File: src/rtl/ant_nav.sv
`default_nettype none
// ============================================================================
// Module   : ant_nav
// Purpose  : Wall-following ant navigator FSM with stuck recovery; the
//            optional pheromone trail logic is enabled by macro ANT_PH_EN.
// Revision : 1.0 - initial release
// ============================================================================
module ant_nav #(
    parameter int PH_W        = 2,
    parameter int FOLLOW_LEFT = 1,
    parameter int STUCK_MAX   = 15
) (
    input  logic            clk,
    input  logic            rst_n,
    input  logic            ant_l,
    input  logic            ant_r,
    input  logic            hit,
    input  logic            escape,
`ifdef ANT_PH_EN
    input  logic [PH_W-1:0] ph_detected,
    output logic [PH_W-1:0] ph_drop,
`endif
    output logic [1:0]      move,
    output logic            stuck
);

    typedef enum logic [2:0] {
        S_IDLE      = 3'd0,
        S_FWD       = 3'd1,
        S_TURN_WALL = 3'd2,
        S_TURN_AWAY = 3'd3,
        S_RECOVER1  = 3'd4,
        S_RECOVER2  = 3'd5,
        S_DONE      = 3'd6
    } state_t;

    localparam logic [1:0] c_MV_HALT  = 2'b00;
    localparam logic [1:0] c_MV_FWD   = 2'b01;
    localparam logic [1:0] c_MV_LEFT  = 2'b10;
    localparam logic [1:0] c_MV_RIGHT = 2'b11;
    localparam logic [1:0] c_MV_WALL  = (FOLLOW_LEFT != 0) ? c_MV_LEFT  : c_MV_RIGHT;
    localparam logic [1:0] c_MV_AWAY  = (FOLLOW_LEFT != 0) ? c_MV_RIGHT : c_MV_LEFT;
    localparam logic [7:0] c_STUCK_MAX = 8'(STUCK_MAX);

    state_t     r_state;
    state_t     w_next;
    logic [7:0] r_cnt;
    logic [7:0] w_cnt_next;
    logic [1:0] r_move;
    logic       r_stuck;
    logic       w_enter_rec;
    logic       w_near;
    logic       w_ph_seen;

    function automatic logic [1:0] f_move(input state_t s);
        case (s)
            S_FWD:       f_move = c_MV_FWD;
            S_TURN_WALL: f_move = c_MV_WALL;
            S_TURN_AWAY,
            S_RECOVER1,
            S_RECOVER2:  f_move = c_MV_AWAY;
            default:     f_move = c_MV_HALT;
        endcase
    endfunction

    assign w_near = (FOLLOW_LEFT != 0) ? ant_l : ant_r;

`ifdef ANT_PH_EN
    logic [PH_W-1:0] r_ph_drop;
    logic [PH_W-1:0] w_ph_level;

    assign w_ph_seen = |ph_detected;
    always_comb begin
        if (!w_ph_seen)
            w_ph_level = PH_W'(1);
        else if (&ph_detected)
            w_ph_level = ph_detected;
        else
            w_ph_level = ph_detected + PH_W'(1);
    end
    assign ph_drop = r_ph_drop;
`else
    assign w_ph_seen = 1'b0;
`endif

    always_comb begin
        w_next      = r_state;
        w_enter_rec = 1'b0;
        if (escape) begin
            w_next = S_DONE;
        end else begin
            case (r_state)
                S_IDLE: w_next = S_FWD;
                S_FWD: begin
                    if (hit)
                        w_next = S_TURN_AWAY;
                    else if (!w_near && w_ph_seen)
                        w_next = S_TURN_AWAY;
                    else if (!w_near)
                        w_next = S_TURN_WALL;
                end
                S_TURN_WALL: begin
                    if (r_cnt == c_STUCK_MAX) begin
                        w_next      = S_RECOVER1;
                        w_enter_rec = 1'b1;
                    end else begin
                        w_next = S_FWD;
                    end
                end
                S_TURN_AWAY: begin
                    if (r_cnt == c_STUCK_MAX) begin
                        w_next      = S_RECOVER1;
                        w_enter_rec = 1'b1;
                    end else if (!hit) begin
                        w_next = S_FWD;
                    end
                end
                S_RECOVER1: w_next = S_RECOVER2;
                S_RECOVER2: w_next = S_FWD;
                S_DONE:     w_next = S_DONE;
                default:    w_next = S_IDLE;
            endcase
        end
    end

    // r_cnt holds the number of consecutive non-forward cycles, including the current one
    always_comb begin
        w_cnt_next = 8'd0;
        if (!w_enter_rec) begin
            case (w_next)
                S_TURN_WALL, S_TURN_AWAY, S_RECOVER1, S_RECOVER2:
                    w_cnt_next = (r_cnt == 8'hFF) ? r_cnt : r_cnt + 8'd1;
                default:
                    w_cnt_next = 8'd0;
            endcase
        end
    end

    always_ff @(posedge clk or negedge rst_n) begin
        if (!rst_n) begin
            r_state <= S_IDLE;
            r_cnt   <= 8'd0;
            r_move  <= c_MV_HALT;
            r_stuck <= 1'b0;
`ifdef ANT_PH_EN
            r_ph_drop <= '0;
`endif
        end else begin
            r_state <= w_next;
            r_cnt   <= w_cnt_next;
            r_move  <= f_move(w_next);
            r_stuck <= w_enter_rec;
`ifdef ANT_PH_EN
            r_ph_drop <= (w_next == S_FWD) ? w_ph_level : '0;
`endif
        end
    end

    assign move  = r_move;
    assign stuck = r_stuck;

endmodule
`default_nettype wire

File: config.mk
export PLATFORM = sky130hd
export DESIGN_NAME = ant_nav
export DESIGN_NICKNAME = d
export VERILOG_FILES = /design/src/rtl/ant_nav.sv
export SDC_FILE = /design/constraint.sdc
export NUM_CORES = 1
export LEC_CHECK = 0
export BUFFER_PORTS_ARGS = -buffer_cell sky130_fd_sc_hd__buf_2
export CAP_MARGIN = 20
export CORE_MARGIN = 2
export CORE_UTILIZATION = 28
export CTS_BUF_LIST = sky130_fd_sc_hd__clkbuf_16
export DETAILED_ROUTE_END_ITERATION = 16
export HOLD_SLACK_MARGIN = 0.02
export PLACE_DENSITY = 0.56
export REMOVE_ABC_BUFFERS = 1
export SYNTH_ARGS = -nofsm -noshare
export SYNTH_HDL_FRONTEND = slang
export SYNTH_SLANG_ARGS = --single-unit
File: constraint.sdc
create_clock -name clk -period 2.4 [get_ports clk]
set_input_delay 0.36 -clock clk [delete_from_list [all_inputs] [get_ports clk]]
set_output_delay 0.36 -clock clk [all_outputs]
set_load 0.05 [all_outputs]
==> results.cfg <==
[global_routing]
grt_pass1_wl_um = 2430
grt_max_degree = 15
grt_use_total = 0.102
grt_pass1_vias = 533
antenna_found_initial = 0
grt_overflow = 0

[placed_design]
io_buffer_count = 7
hpwl_um = 1030
place_congestion = 0.782

[logic_synthesis]
synth-seq-cells = 14
synth_edf_count = 0
yosys_warnings = 0
synth.cell_area_um2 = 762
syn_inst = 75
async_flop_share = 1.00
ys.flop_type = dfrtp_1
synthDistinctLibCells = 28
synth.avg_cell_area_um2 = 10.2
seq_area_frac_synth = 0.460

[critical_path]
r2r_cells = 4
cp.required_ps = 2510
worst-setup-path-type = flop to flop
crit_family = compound AO/OA/AOI/OAI gates
crit_chain = nor4_1 -> a21oi_1 -> o41ai_4 -> nor3_1
r2r-end = r_cnt[2]
timing.rr.start = r_cnt[4]
critPathBufInv = 0
startpoint_type = flop
crit_path_max_incr_delay_ps = 490
endpoint_kind = flop
worstPathArrival_ps = 1970
cp_slowest_cell = nor4_1
r2r_slack_ps = 540
cp_max_fo = 7

[layout]
fin_util = 0.365
final_common_cell = dfrtp_1
final_cell_mix = 14 x dfrtp_1, 10 x nor2_1, 7 x buf_2
nFillCells = 260
syn2layout_area_growth_pct = 20.7
nets = 94
diodes = 0
drive_gt1_frac = 0.209

[clock_network]
postCtsSetupBuffers = 0
cts_tree = done
insertion_delay_ps = 250
ctsResizeCount = 0
postCtsHoldBufs = 1
cts_max_level = 1
clock-root-buffer = clkbuf_16
clockBufferDepth = 2
clk_pin_slew_worst_paths_ps = 50
cts_buffers = 3
cts.sinks = 14

[floorplan]
die_y_um = 56.2
io_pins = 9
die_width_um = 56.2
row_count = 18
design.core.area_mm2 = 0.00252
die_area_mm2 = 0.00315
initial_core_util = 0.302

[timing]
setup_viol = 0
maxSlewHeadroom = 0.622
worstMarginPinSlew_ps = 562
timing.final.crit_share = 0.776
fmaxAchievable_ghz = 0.537
period_needed_ps = 1860
final_max_slew_viol_count = 0
finClkSkew_ps = 5.58
hold_viol = 0
rsz0062_at_grt = no
fin_tns_setup_ps = 0

[route]
dr.first_iter.drc_count = 13
routedWlPerCell_um = 12.6
postRouteAntennaNets = 0
wirelength_um = 1470
drcViolationCount = 0
dr.pass1.iters = 3
vias_per_cell = 5.07
via_count = 588

[worst_hold_path]
min_to = r_state[0]
worstHoldStart = escape
hold_depth = 2
min_path_type = input port to flop

[power_and_ir_drop]
power.leakage_nw = 0.370
power_density_mw_per_mm2 = 766
ir_worst_vdd_uv = 587

[job]
drv_cap = 0

[outcome]
status = completed
## worst register-to-register path, stage by stage, from the launching register on
cell and delay [ps]:
dfrtp_1 440, nor4_1 490, a21oi_1 220, o41ai_4 450, nor3_1 120
## synthesized netlist by cell type (2+ instances only)
master,number,area share
a211oi_1,6,0.059
nand2b_1,3,0.025
inv_1,3,0.015
o21ai_0,2,0.013
nor3_1,4,0.026
nor4_1,3,0.025
nor2_1,10,0.049
a21oi_1,3,0.020
nand3_1,4,0.026
or3b_2,2,0.023
nor2b_1,2,0.016
nand2_1,4,0.020
dfrtp_1,14,0.46
## cells by family (layout without fill, tap and decap cells)
group,count (synthesis),after routing,synth area share
adder cells (fa/ha/maj),1,1,0.0164
AND/OR/NAND/NOR,38,38,0.281
XOR/XNOR,1,1,0.0115
AO/OA/AOI/OAI,16,16,0.199
flip-flops,14,14,0.460
multiplexers,1,1,0.0131
buffers and inverters,4,15,0.0197
## stage by stage
step	setup slack, ps	area, µm²	power (mW)	instances	hold slack, ps
2_1_floorplan	746	758	0.356	74	64.4
3_3_place_gp	532	831	0.385	111	274
3_5_place_dp	537	831	0.384	111	279
4_1_cts	517	920	0.713	116	380
5_1_grt	343	920	0.736	116	390
6_report	537	920	0.705	116	382
## final cells by class
type	count	area, µm²	area share
repair buffers	8	45.0	0.0490
inverters	3	11.3	0.0122
clock buffers	3	75.1	0.0816
flip-flops and latches	14	350	0.381
multi-input cells	57	397	0.431
clock inverters	1	3.75	0.00408
well taps	30	37.5	0.0408
## report_power, final
part,internal [mW],switching (mW)
Clock,0.221,0.103
Sequential,0.255,0.0177
Combinational,0.0432,0.0659
Total,0.519,0.186
## registers in the layout (all words and copies together), names as in the netlist
signal / cells
r_state: 3
stuck: 1
move: 2
r_cnt: 8
## layer usage
layer | GRT usage | vias to the layer above | wire (µm) | share of wire
met4 | 0.0408 | 0 | 25 | 0.017
li1 | - | 301 | - | -
met5 | 0 | - | 0 | 0
met1 | 0.131 | 275 | 732 | 0.50
met3 | 0.0488 | 3 | 74 | 0.050
met2 | 0.146 | 9 | 634 | 0.43
## worst max path at each step
stage                to  slack (ps)  cells past startpoint  startpoint
3_3_place_gp   r_cnt[2]         530                      4    r_cnt[4]
5_1_grt        r_cnt[2]         340                      4    r_cnt[4]
6_report       r_cnt[2]         540                      4    r_cnt[4]
2_1_floorplan  r_cnt[1]         750                      4    r_cnt[4]
3_5_place_dp   r_cnt[2]         540                      4    r_cnt[4]
4_1_cts        r_cnt[2]         520                      4    r_cnt[4]
No activity file was read; power rests on OpenSTA's default activity.
